## config.mk

```make
export PLATFORM = sky130hd
export DESIGN_NAME = req_encoder4to2
export DESIGN_NICKNAME = d
export VERILOG_FILES = /design/src/rtl/req_encoder4to2_pkg.sv /design/src/rtl/req_encoder4to2_pri_sel4.sv /design/src/rtl/req_encoder4to2.sv
export SDC_FILE = /design/constraint.sdc
export NUM_CORES = 1
export LEC_CHECK = 0
export BUFFER_PORTS_ARGS = -buffer_cell sky130_fd_sc_hd__buf_2
export CAP_MARGIN = 20
export CORE_AREA = 2 2 39 41
export DETAILED_ROUTE_END_ITERATION = 10
export DIE_AREA = 0 0 41 43
export SLEW_MARGIN = 20
export SYNTH_ARGS = -nofsm -noshare
export SYNTH_HDL_FRONTEND = slang
export SYNTH_HIERARCHICAL = 1
export SYNTH_SLANG_ARGS = --single-unit
```

## constraint.sdc

```tcl
create_clock -name clk -period 3 [get_ports clk]
set_clock_uncertainty 0.15 [all_clocks]
set_input_delay 0.3 -clock clk [delete_from_list [all_inputs] [get_ports clk]]
set_output_delay 0.3 -clock clk [all_outputs]
set_load 0.05 [all_outputs]
```

## src/rtl/req_encoder4to2_pkg.sv

```systemverilog
// Shared constants, FSM state type and helpers for the 4-to-2 request encoder.
package req_encoder4to2_pkg;

  localparam int unsigned N_REQ  = 4;
  localparam int unsigned CODE_W = 2;

  typedef enum logic {
    IDLE = 1'b0,
    HOLD = 1'b1
  } state_t;

  typedef logic [N_REQ-1:0]  req_vec_t;
  typedef logic [CODE_W-1:0] code_t;

  // Grant payload as seen by the consumer.
  typedef struct packed {
    logic  valid;
    code_t code;
  } grant_t;

  // Decode a binary request index into its one-hot bit.
  function automatic req_vec_t onehot(input code_t c);
    return req_vec_t'(1) << c;
  endfunction

endpackage

```

## src/rtl/req_encoder4to2_pri_sel4.sv

```systemverilog
// pri_sel4: rotating first-set search over a 4-bit candidate vector.
// Starting at index `start`, scans upward with wrap 3 -> 0 and returns the
// first set index. `any` flags that at least one candidate bit is set.
//   cand  : candidate request vector
//   start : index searched first
//   idx   : selected index (don't-care when any = 0)
//   any   : at least one candidate set
module pri_sel4
  import req_encoder4to2_pkg::*;
(
  input  logic [N_REQ-1:0]  cand,
  input  logic [CODE_W-1:0] start,
  output logic [CODE_W-1:0] idx,
  output logic              any
);

  logic [N_REQ-1:0]  rot;
  logic [CODE_W-1:0] pos;
  logic [CODE_W-1:0] off;

  // Rotate so that `start` lands at bit 0, then take the lowest set bit.
  always_comb begin
    rot = '0;
    pos = '0;
    off = '0;
    for (int i = 0; i < int'(N_REQ); i++) begin
      pos    = start + CODE_W'(i);
      rot[i] = cand[pos];
    end
    for (int i = int'(N_REQ) - 1; i >= 0; i--) begin
      if (rot[i]) off = CODE_W'(i);
    end
  end

  assign idx = start + off;
  assign any = |cand;

endmodule

```

## src/rtl/req_encoder4to2.sv

```systemverilog
// req_encoder4to2: captures request pulses/levels into a pending vector and
// issues one binary-coded grant at a time over a valid/ready handshake.
// ROUND_ROBIN = 0 gives fixed priority (bit 3 highest); 1 rotates the search
// start to one past the last accepted code.
//   clk, rst_n : clock, asynchronous active-low reset
//   req_i      : request lines, sampled every edge
//   ready_i    : consumer accepts code_o when high with valid_o
//   code_o     : granted index (registered)
//   valid_o    : grant outstanding (registered)
//   pending_o  : captured, not-yet-served requests (registered)
//   multi_o    : another request is pending besides the granted one
module req_encoder4to2
  import req_encoder4to2_pkg::*;
#(
  parameter int unsigned ROUND_ROBIN = 0
) (
  input  logic              clk,
  input  logic              rst_n,
  input  logic [N_REQ-1:0]  req_i,
  input  logic              ready_i,
  output logic [CODE_W-1:0] code_o,
  output logic              valid_o,
  output logic [N_REQ-1:0]  pending_o,
  output logic              multi_o
);

  localparam bit RR = (ROUND_ROBIN != 0);

  state_t            state_q, state_d;
  logic [N_REQ-1:0]  pending_q, pending_d;
  logic [CODE_W-1:0] code_q, code_d;
  logic [CODE_W-1:0] ptr_q, ptr_d;

  logic              handshake;
  logic [N_REQ-1:0]  served;
  logic [N_REQ-1:0]  cand;
  logic [N_REQ-1:0]  cand_rev;
  logic [N_REQ-1:0]  sel_cand;
  logic [CODE_W-1:0] rr_start;
  logic [CODE_W-1:0] sel_start;
  logic [CODE_W-1:0] sel_idx;
  logic              sel_any;
  logic [CODE_W-1:0] sel_code;

  // Candidate set: pending minus the bit being served, plus new requests.
  // A request on the served bit re-sets it, so the new request wins.
  assign handshake = (state_q == HOLD) && ready_i;
  assign served    = handshake ? onehot(code_q) : '0;
  assign cand      = (pending_q & ~served) | req_i;
  assign rr_start  = handshake ? (code_q + CODE_W'(1)) : ptr_q;

  // Fixed priority reuses the upward search on the bit-reversed vector;
  // reversing the found index back is a bitwise invert for 2-bit codes.
  always_comb begin
    cand_rev = '0;
    for (int i = 0; i < int'(N_REQ); i++) begin
      cand_rev[i] = cand[int'(N_REQ) - 1 - i];
    end
  end

  assign sel_cand  = RR ? cand : cand_rev;
  assign sel_start = RR ? rr_start : '0;
  assign sel_code  = RR ? sel_idx : ~sel_idx;

  pri_sel4 u_pri_sel4 (
    .cand  (sel_cand),
    .start (sel_start),
    .idx   (sel_idx),
    .any   (sel_any)
  );

  // Next-state and grant selection.
  always_comb begin
    state_d   = state_q;
    code_d    = code_q;
    ptr_d     = ptr_q;
    pending_d = cand;
    if (handshake) ptr_d = code_q + CODE_W'(1);
    case (state_q)
      IDLE: begin
        if (sel_any) begin
          code_d  = sel_code;
          state_d = HOLD;
        end
      end
      HOLD: begin
        if (handshake) begin
          if (sel_any) begin
            code_d = sel_code;
          end else begin
            state_d = IDLE;
          end
        end
      end
      default: state_d = IDLE;
    endcase
  end

  // State registers.
  always_ff @(posedge clk or negedge rst_n) begin
    if (!rst_n) begin
      state_q   <= IDLE;
      pending_q <= '0;
      code_q    <= '0;
      ptr_q     <= '0;
    end else begin
      state_q   <= state_d;
      pending_q <= pending_d;
      code_q    <= code_d;
      ptr_q     <= ptr_d;
    end
  end

  assign code_o    = code_q;
  assign valid_o   = (state_q == HOLD);
  assign pending_o = pending_q;
  // Decoded from registers only; no input reaches this output.
  assign multi_o   = valid_o & (|(pending_q & ~onehot(code_q)));

endmodule

```

==> flow_metrics.env <==
export IMPL_status="finished, final reports clean"
export IMPL_busiest_layer="met2"
export IMPL_slew_violations=0
export IMPL_slowest_stage="dfrtp_1"
export IMPL_syn2layout_area_growth_pct=27.3
export IMPL_nNetsFinal=90
export IMPL_place_congestion=0.697
export IMPL_first_pass_iters=4
export IMPL_port_buffers=14
export IMPL_rsz0062_at_grt="false"
export IMPL_io_pins=15
export IMPL_grt_use_met1_pct=17.7
export IMPL_die_w_um=41
export IMPL_cts_setup_buffers=0
export IMPL_p_leak_uw=0.000259
export IMPL_critPathMaxStageDelay_ns=0.46
export IMPL_fin_setup_tns_ns=0
export IMPL_p_per_area_mw_per_mm2=477
export IMPL_ys_seq_elements=7
export IMPL_clk_root_buffer_cell="clkbuf_4"
export IMPL_worst_ir_drop_vdd_v=0.000154
export IMPL_cts_buffers=3
export IMPL_required_ns=3.01
export IMPL_clk_pin_slew_ns=0.05
export IMPL_wirelength_mm=1.05
export IMPL_grt_util_all_layers_pct=13.3
export IMPL_dieArea_mm2=0.00176
export IMPL_hold_depth=2
export IMPL_antenna_found_initial=0
export IMPL_fin_util_pct=45.9
export IMPL_setup_viol=0
export IMPL_cts_tree="done"
export IMPL_path_cells="o31ai_1 > nand2b_1 > nor2b_1 > a21oi_1 > o2bb2ai_1 > o21a_1 > ha_1 > a31oi_1"
export IMPL_row_count=14
export IMPL_gr_total_overflow=0
export IMPL_drive_gt1_share_pct=23.5
export IMPL_grt_pass1_wl_mm=1.57
export IMPL_cts_sinks=7
export IMPL_synth_edf_count=0
export IMPL_worstPathArrival_ns=2.16
export IMPL_htreeDepth=1
export IMPL_cts_resized=0
export IMPL_hold_buffers=1
export IMPL_coreArea_mm2=0.00138
export IMPL_setup_worst_path_start_class="register"
export IMPL_hold_path_class="input port to register"
export IMPL_ys_warnings_count=6
export IMPL_syn_inst=57
export IMPL_grt_pass1_vias=398
export IMPL_yosysSeqAreaShare_pct=35.1
export IMPL_grt_met2_usage_pct=18.8
export IMPL_crit_type="register to register"
export IMPL_dpl_hpwl_um=814
export IMPL_grt_util_met3_pct=3.14
export IMPL_avgSynthCellArea_um2=8.76
export IMPL_viasPerCell=4.99
export IMPL_critPathCaptureType="register"
export IMPL_initialDrtViolationCount=21
export IMPL_fmax_mhz=465
export IMPL_ys_async_sr_fraction_pct=100
export IMPL_synth_area_um2=499
export IMPL_insertion_delay_ns=0.24
export IMPL_period_needed_ns=2.15
export IMPL_grt_max_degree=9
export IMPL_worst_path_max_fanout=8
export IMPL_vias=484
export IMPL_finalCritPeriodShare_pct=71.7
export IMPL_fillers=142
export IMPL_die_y_um=43
export IMPL_num_antenna_cells=0
export IMPL_synthDistinctLibCells=29
export IMPL_finalHoldViolCount=0
export IMPL_synth_ff_type="dfrtp_1"
export IMPL_start_util_pct=36.1
export IMPL_drc=0
export IMPL_cts_max_path_buffers=2
export IMPL_cap_violations=0
export IMPL_final_antenna_net_count=0
export IMPL_total_power_uw=303
export IMPL_rr_worst_depth=8
export IMPL_post_drt_wl_per_cell_um=10.8
-- per-stage QoR --
| step | instance area, um2 | instances | worst slack [ns] | hold WS (ns) |
|---|---|---|---|---|
| CTS | 636 | 97 | 0.834 | 0.244 |
| floorplan | 526 | 64 | 0.738 | -0.146 |
| detailed placement | 599 | 92 | 0.840 | -0.00855 |
| global route | 636 | 97 | 0.760 | 0.251 |
| finish | 636 | 97 | 0.850 | 0.251 |
| global placement | 599 | 92 | 0.893 | -0.0109 |
-- layout make-up --
type                    instances  area, um2  share of cell area, %
multi-input cells              55        334                   52.6
flip-flops and latches          7        175                   27.6
clock buffers                   4       26.3                   4.13
repair buffers                 15       80.1                   12.6
well taps                      16       20.0                   3.15
-- flip-flops by register name, summed over array words and instances (netlist names) --
| register | cells |
|---|---|
| pending_o | 4 |
| code_o | 2 |
| valid_o | 1 |
-- path summary, 6_finish.rpt --
kind                              startpoint      endpoint  slack, ns
worst max-delay path               code_o[0]     code_o[0]       0.85
worst min-delay path                req_i[2]  pending_o[2]       0.25
worst max register to register     code_o[0]     code_o[0]       0.85
worst min register to register  pending_o[2]  pending_o[2]       0.52
max in group asynchronous              rst_n  pending_o[2]       2.28
min in group asynchronous              rst_n       valid_o       0.27
-- cell usage after synthesis (all sizes together), types with 2 or more instances --
master | n | area, um2
dfrtp | 7 | 175
nand2 | 6 | 22.5
nor2 | 5 | 18.8
a21oi | 4 | 20.0
nand2b | 4 | 25.0
nor2b | 3 | 18.8
a21o | 2 | 15.0
a31oi | 2 | 12.5
a32oi | 2 | 17.5
buf | 2 | 16.3
nand3 | 2 | 10.0
xnor2 | 2 | 17.5
-- placed cells by master (no fill, tap or decap), drive strengths merged, types with 2 or more instances in the layout --
cell type	instances
buf	14
conb	8
dfrtp	7
nand2	6
nor2	5
nand2b	4
a21oi	4
clkbuf	4
nor2b	3
nand3	2
a21o	2
a32oi	2
a31oi	2
xnor2	2
-- metal layers --
| metal | up-vias | share of wire, % |
|---|---|---|
| met5 | - | 0 |
| met4 | 0 | 1.1 |
| met3 | 2 | 4.9 |
| met2 | 14 | 46 |
| met1 | 218 | 48 |
| li1 | 250 | - |
-- critical path: cells and delay by family (launching register included) --
kind	cells	cell delay (ns)
AO/OA/AOI/OAI	5	0.81
adder cells (fa/ha/maj)	1	0.27
flip-flops	1	0.46
AND/OR/NAND/NOR	2	0.38
-- where the power goes --
part	leakage (uW)	internal [uW]	total, uW	switching (uW)
logic	0.000175	35.5	104	68.8
clock network	0.0000150	50.5	81.2	30.7
registers	0.0000689	104	118	13.7
total	0.000259	190	303	113
-- logic make-up (layout without fill, tap and decap cells) --
| kind of cell | count (synthesis) | in the layout | synth area share (%) |
|---|---|---|---|
| flops | 7 | 7 | 35.1 |
| fa+ha+maj | 1 | 1 | 2.51 |
| buf+inv | 2 | 19 | 3.26 |
| simple gates | 24 | 24 | 24.3 |
| mux | 2 | 2 | 5.01 |
| other cells | 1 | 8 | 0.751 |
| xor+xnor | 2 | 2 | 3.51 |
| compound gates | 18 | 18 | 25.6 |
Power figures use the tool's default switching activity.
